## config.mk

```make
export PLATFORM = sky130hd
export DESIGN_NAME = seq_multiplier_flat
export DESIGN_NICKNAME = d
export VERILOG_FILES = /design/src/rtl/seq_multiplier_pkg.sv /design/src/rtl/seq_multiplier_if.sv /design/src/rtl/seq_multiplier_step.sv /design/src/rtl/seq_multiplier.sv /design/src/flat_wrapper.sv
export SDC_FILE = /design/constraint.sdc
export NUM_CORES = 1
export LEC_CHECK = 0
export ABC_AREA = 0
export CELL_PAD_IN_SITES_DETAIL_PLACEMENT = 0
export CELL_PAD_IN_SITES_GLOBAL_PLACEMENT = 1
export CORE_UTILIZATION = 36
export DETAILED_ROUTE_END_ITERATION = 16
export GPL_TIMING_DRIVEN = 0
export PLACE_DENSITY_LB_ADDON = 0.1
export SLEW_MARGIN = 40
export SYNTH_ARGS = -nofsm -noshare
export SYNTH_HDL_FRONTEND = slang
export SYNTH_SLANG_ARGS = --single-unit
```

## constraint.sdc

```tcl
create_clock -name Clk -period 2.4 [get_ports Clk]
set_input_delay 0.48 -clock Clk [delete_from_list [all_inputs] [get_ports Clk]]
set_output_delay 0.48 -clock Clk [all_outputs]
set_load 0.02 [all_outputs]
```

## src/rtl/seq_multiplier_pkg.sv

```systemverilog
// Shared types and helpers for the sequential shift-and-add multiplier.
// Define MULT_SIGNED_EN for two's-complement operation; the default build is unsigned.
package mult_pkg;

   typedef enum logic [1:0] {
      IDLE    = 2'd0,
      COMPUTE = 2'd1,
      HOLD    = 2'd2
   } mult_state_t;

`ifdef MULT_SIGNED_EN
   localparam bit SIGNED_MODE = 1'b1;
`else
   localparam bit SIGNED_MODE = 1'b0;
`endif

   // Iteration counter only ever needs to reach WIDTH-1.
   function automatic int cnt_width(input int width);
      return (width <= 2) ? 1 : $clog2(width);
   endfunction

endpackage

```

## src/rtl/seq_multiplier_if.sv

```systemverilog
// Start/Done handshake and result bus of seq_multiplier.
// Start is a level request; Done stays high until Start is released, and S must hold while Busy.
interface seq_multiplier_if #(
   parameter int WIDTH = 8
);
   logic             Start;
   logic             ClearA_LoadB;
   logic [WIDTH-1:0] S;
   logic             Xval;
   logic [WIDTH-1:0] Aval;
   logic [WIDTH-1:0] Bval;
   logic             Busy;
   logic             Done;

   modport master (
      output Start, ClearA_LoadB, S,
      input  Xval, Aval, Bval, Busy, Done
   );

   modport slave (
      input  Start, ClearA_LoadB, S,
      output Xval, Aval, Bval, Busy, Done
   );
endinterface

```

## src/rtl/seq_multiplier_step.sv

```systemverilog
// One combinational iteration: conditional add (or final subtract in signed mode) into X:A,
// then a one-bit right shift of X:A:B.
module mult_step
   import mult_pkg::*;
#(
   parameter int WIDTH = 8
) (
   input  logic             X,
   input  logic [WIDTH-1:0] A,
   input  logic [WIDTH-1:0] B,
   input  logic [WIDTH-1:0] S,
   input  logic             last,
   output logic             new_X,
   output logic [WIDTH-1:0] new_A,
   output logic [WIDTH-1:0] new_B
);

   logic [WIDTH:0] ext_s;
   logic [WIDTH:0] sum;
   logic           fill;

   always_comb begin
      ext_s = {SIGNED_MODE & S[WIDTH-1], S};
      // X mirrors A's MSB in signed mode, so {X,A} is already the sign-extended A.
      if (!B[0])
         sum = {X, A};
      else if (SIGNED_MODE && last)
         sum = {X, A} - ext_s;
      else
         sum = {X, A} + ext_s;
      fill  = SIGNED_MODE & sum[WIDTH];
      new_X = fill;
      new_A = sum[WIDTH:1];
      new_B = {sum[0], B[WIDTH-1:1]};
   end

endmodule

```

## src/rtl/seq_multiplier.sv

```systemverilog
// Sequential WIDTH x WIDTH multiplier: IDLE/COMPUTE/HOLD control around an X:A:B register.
// Signedness is chosen at build time with MULT_SIGNED_EN.
module seq_multiplier
   import mult_pkg::*;
#(
   parameter int WIDTH = 8
) (
   input  logic                 Clk,
   input  logic                 Reset_n,
   seq_multiplier_if.slave      bus,
   output mult_state_t          dbg_state_o
);

   localparam int CNT_W = cnt_width(WIDTH);

   mult_state_t      state_q, state_d;
   logic             x_q, x_d;
   logic [WIDTH-1:0] a_q, a_d;
   logic [WIDTH-1:0] b_q, b_d;
   logic [CNT_W-1:0] cnt_q, cnt_d;
   logic             last;
   logic             step_x;
   logic [WIDTH-1:0] step_a;
   logic [WIDTH-1:0] step_b;
   logic             busy, done;

   assign last = (cnt_q == CNT_W'(WIDTH - 1));

   mult_step #(.WIDTH(WIDTH)) u_step (
      .X     (x_q),
      .A     (a_q),
      .B     (b_q),
      .S     (bus.S),
      .last  (last),
      .new_X (step_x),
      .new_A (step_a),
      .new_B (step_b)
   );

   always_ff @(posedge Clk or negedge Reset_n) begin
      if (!Reset_n) begin
         state_q <= IDLE;
         x_q     <= 1'b0;
         a_q     <= '0;
         b_q     <= '0;
         cnt_q   <= '0;
      end else begin
         state_q <= state_d;
         x_q     <= x_d;
         a_q     <= a_d;
         b_q     <= b_d;
         cnt_q   <= cnt_d;
      end
   end

   always_comb begin
      state_d = state_q;
      x_d     = x_q;
      a_d     = a_q;
      b_d     = b_q;
      cnt_d   = cnt_q;
      unique case (state_q)
         IDLE: begin
            // A load takes priority over a simultaneous Start.
            if (bus.ClearA_LoadB) begin
               x_d = 1'b0;
               a_d = '0;
               b_d = bus.S;
            end else if (bus.Start) begin
               x_d     = 1'b0;
               a_d     = '0;
               cnt_d   = '0;
               state_d = COMPUTE;
            end
         end
         COMPUTE: begin
            x_d   = step_x;
            a_d   = step_a;
            b_d   = step_b;
            cnt_d = last ? '0 : cnt_q + 1'b1;
            if (last) state_d = HOLD;
         end
         HOLD: begin
            if (!bus.Start) state_d = IDLE;
         end
         default: state_d = IDLE;
      endcase
   end

   always_comb begin
      busy = (state_q == COMPUTE);
      done = (state_q == HOLD);
   end

   assign bus.Xval    = x_q;
   assign bus.Aval    = a_q;
   assign bus.Bval    = b_q;
   assign bus.Busy    = busy;
   assign bus.Done    = done;
   assign dbg_state_o = state_q;

endmodule

```

## src/flat_wrapper.sv

```systemverilog
// flat-port wrapper written by rule: the top's interface ports become plain ports
module seq_multiplier_flat import mult_pkg::*;
#(
   parameter int WIDTH = 8
)
  (Clk, Reset_n, dbg_state_o, bus_Start, bus_ClearA_LoadB, bus_S, bus_Xval, bus_Aval, bus_Bval, bus_Busy, bus_Done);
  seq_multiplier_if #(.WIDTH(WIDTH)) bus_i ();
  input  logic Clk;
  input  logic Reset_n;
  output mult_state_t dbg_state_o;
  input wire logic [$bits(bus_i.Start)-1:0] bus_Start;
  input wire logic [$bits(bus_i.ClearA_LoadB)-1:0] bus_ClearA_LoadB;
  input wire logic [$bits(bus_i.S)-1:0] bus_S;
  output wire logic [$bits(bus_i.Xval)-1:0] bus_Xval;
  output wire logic [$bits(bus_i.Aval)-1:0] bus_Aval;
  output wire logic [$bits(bus_i.Bval)-1:0] bus_Bval;
  output wire logic [$bits(bus_i.Busy)-1:0] bus_Busy;
  output wire logic [$bits(bus_i.Done)-1:0] bus_Done;
  assign bus_i.Start = bus_Start;
  assign bus_i.ClearA_LoadB = bus_ClearA_LoadB;
  assign bus_i.S = bus_S;
  assign bus_Xval = bus_i.Xval;
  assign bus_Aval = bus_i.Aval;
  assign bus_Bval = bus_i.Bval;
  assign bus_Busy = bus_i.Busy;
  assign bus_Done = bus_i.Done;
  seq_multiplier #(.WIDTH(WIDTH)) u_core (.Clk(Clk), .Reset_n(Reset_n), .bus(bus_i), .dbg_state_o(dbg_state_o));
endmodule
```

==> summary.txt <==
Cells and area
  – Share of cells above drive strength 1: 8.28%
  – Final-layout fill cell count: 339
  – FF+latch area: 526 um2
  – Multi-input logic area: 701 um2
  – Final Cell Area: 1680 um2
  – # diodes: 0
  – Post-Route Utilization: 50.0%
  – Syn-to-layout area delta: 31.2%
  – Finished Layout Cells: 215
  – Post-layout nets: 193

Timing
  – Final WS setup: 0.152 ns
  – Max-slew headroom: 62.6%
  – Endpoints failing hold: 0
  – Tmin final: 2.25 ns
  – Worst Tran Pin Value: 0.561 ns
  – Crit share post-route: 93.7%
  – Clock Skews: 0.00851 ns
  – Fmax: 0.445 GHz
  – # setup viols final: 0
  – RSZ-0062 raised after global routing: false
  – Max-slew violation count: 0

GRT
  – Initial antenna violation count: 0
  – Tot GR Track Use: 18.5%
  – GRT overflow: 0
  – Number of global-route vias before repair: 1041
  – Largest net degree at the start of global routing: 22
  – First-pass GRT wire length: 5060 um

Routing
  – ANT nets after route: 0
  – Drt total wl: 3150 um
  – Routed vias: 1146
  – Drt first-iter violations: 68
  – DRC errors left: 0
  – Routed wire per std cell: 14.6 um
  – Vias per std cell: 5.33
  – 1st-pass router iterations: 4

Logic synthesis
  – Fraction of registers with async set/reset: 100%
  – Mean area per synthesized cell: 9.64 um2
  – Number of synthesized register bits: 21
  – Synth top area share: 41.0%
  – Seq/Total Area, Yosys: 41.0%
  – Syn Nets: 156
  – Yosys top cell by area: dfrtp_1
  – Count of cell types in the netlist: 39
  – Ys Warns: 0
  – EDFF count, synth: 0
  – Most used DFF post-synth: dfrtp_1
  – Synthesized instance count: 133
  – Main area contributors after synthesis: dfrtp_1 (41%), ha_1 (9.8%), o21ai_0 (5.1%), a22oi_1 (4.7%), nand2_1 (3.8%)
  – Netlist Area Pre-Place: 1280 um2

Worst setup path
  – Data arrival time of the worst path: 2.49 ns
  – Critical Path RT: 2.64 ns
  – Setup CP Type: in -> reg
  – CP endpoint kind: flip-flop
  – Critical path's largest stage delay: 0.52 ns
  – CP cell instances: clkdlybuf4s50_1, inv_1, fa_1, and2b_1, o31a_1, o22ai_2, or4_1, nand3_1
  – Worst path slowest cell: clkdlybuf4s50_1
  – Crit start category: primary input
  – Worst-path fanout max: 3
  – R2R depth: 8

Clocking
  – Sink Count: 21
  – Clock buffer count from CTS: 3
  – Worst skew pair latency: 0.30 ns
  – Clock root buffer: clkbuf_4
  – CTS max path bufs: 2
  – CTS tree: yes
  – CTS clk-pin slew, worst paths: 0.13 ns
  – Htree depth: 1

Floorplanning
  – Initial Util: 38.1%
  – Core area: 3360 um2
  – # rows: 21
  – Die area: 3810 um2
  – Chip Width: 61.7 um
  – Die height: 61.7 um
  – I/O pin total: 33

Place
  – RD Place Congestion: 0.787
  – Number of instances in the placed design: 210
  – IO buf count: 31
  – Dpl ws: -0.283 ns
  – HPWL after detailed placement: 2350 um
  – Cell Area, Placed: 1650 um2

Pwr
  – P_leak: 0.734 nW
  – Peak supply drop: 0.485 mV
  – Power per Cell Area: 1190 nW/um2

Flow run
  – Max cap viols: 0

Worst hold path
  – Min-Delay Path Class: in -> async

Outcome
  – Status: complete, no violations
==> area by class of cell <==
type	instances	area share (%)
buffer	8	2.16
clock buffer	4	1.56
timing repair buffer	32	18.7
tap	46	3.42
inverter	6	1.34
multi-input combinational	98	41.6
sequential	21	31.2
==> what timing repair did <==
| action | CTS | global route |
|---|---|---|
| hold buffers | 0 | 0 |
| resized for setup | 1 | 2 |
| setup endpoints to repair | 1 | 1 |
| pin swaps | 0 | 1 |
| buffers inserted | 0 | 1 |
==> sequential cells by signal, indices dropped and copies added, names as in the netlist <==
register,count
u_core.bus.Aval,8
u_core.bus.Bval,8
u_core.cnt_q,3
u_core.dbg_state_o,2
==> power by group <==
part / total [mW] / switching (mW) / internal [mW]
Sequential: 0.642 / 0.140 / 0.501
Clock: 0.177 / 0.112 / 0.0647
Combinational: 1.19 / 0.637 / 0.552
Total: 2.01 / 0.890 / 1.12
==> kinds of logic after synthesis <==
group | share of synthesized area (%)
AOI/OAI and AO/OA | 26.6
xor gates and xnor gates | 1.37
adders and majority gates | 11.3
buffers and inverters | 4.59
DFF | 41.0
muxes | 3.32
other | 0.292
and+or+nand+nor | 11.5
==> metal layers <==
metal / wire length (um) / GRT usage [%] / vias up
met4: 19 / 5.71 / 0
li1: - / - / 567
met3: 115 / 2.73 / 2
met1: 1620 / 26.8 / 548
met5: 0 / 0 / -
met2: 1400 / 28.4 / 29
==> path summary, 6_finish.rpt <==
check	slack (ns)	to	startpoint
max	0.15	u_core.bus.Aval[5]	bus_S[1]
min	0.12	u_core.bus.Bval[3]	Reset_n
max reg2reg	0.29	u_core.bus.Aval[5]	u_core.bus.Aval[0]
min reg2reg	0.51	u_core.cnt_q[0]	u_core.cnt_q[0]
max in group asynchronous	1.94	u_core.dbg_state_o[1]	Reset_n
min in group Clk	0.51	u_core.cnt_q[0]	u_core.cnt_q[0]
==> synthesized netlist by cell type, types with 2 or more instances <==
cell type	number
mux2_2	2
o31ai_1	3
a32oi_1	4
inv_1	6
nor2_1	2
or2_2	2
a211oi_1	2
nor3_1	2
buf_2	2
mux2i_1	2
a21oi_1	5
o21ai_0	13
a22o_1	3
a21o_1	2
nand3_1	2
a22oi_1	8
dfrtp_1	21
nand2_1	13
o21ai_1	2
o21bai_1	2
clkbuf_1	5
nor2b_1	4
ha_1	10
==> stage by stage <==
stage	setup TNS, ns	power, mW	hold WS [ns]
2_1_floorplan	0	1.39	0.184
3_3_place_gp	-0.498	1.83	0.481
3_5_place_dp	-0.433	1.84	0.476
4_1_cts	0	2.02	0.120
5_1_grt	0	2.19	0.125
6_report	0	2.01	0.116
==> worst max-delay path: cells and delay by family <==
kind	cells	cell delay, ns
adders and majority gates	1	0.40
and+or+nand+nor	3	0.74
buffers and inverters	2	0.59
AOI/OAI and AO/OA	2	0.28
==> placed cells by master, fill, tap and decap left out, drive strengths merged, types with 3 or more instances in the layout <==
master / Yosys / layout
a21oi: 5 / 5
o31ai: 3 / 3
a32oi: 4 / 4
nand2: 13 / 13
buf: 3 / 5
nor2b: 4 / 4
a22o: 3 / 3
dfrtp: 21 / 21
clkbuf: 5 / 9
ha: 10 / 10
clkdlybuf4s50: 0 / 28
inv: 6 / 6
a22oi: 8 / 8
o21ai: 15 / 15
Note: power is estimated with default switching activity, not from simulation.
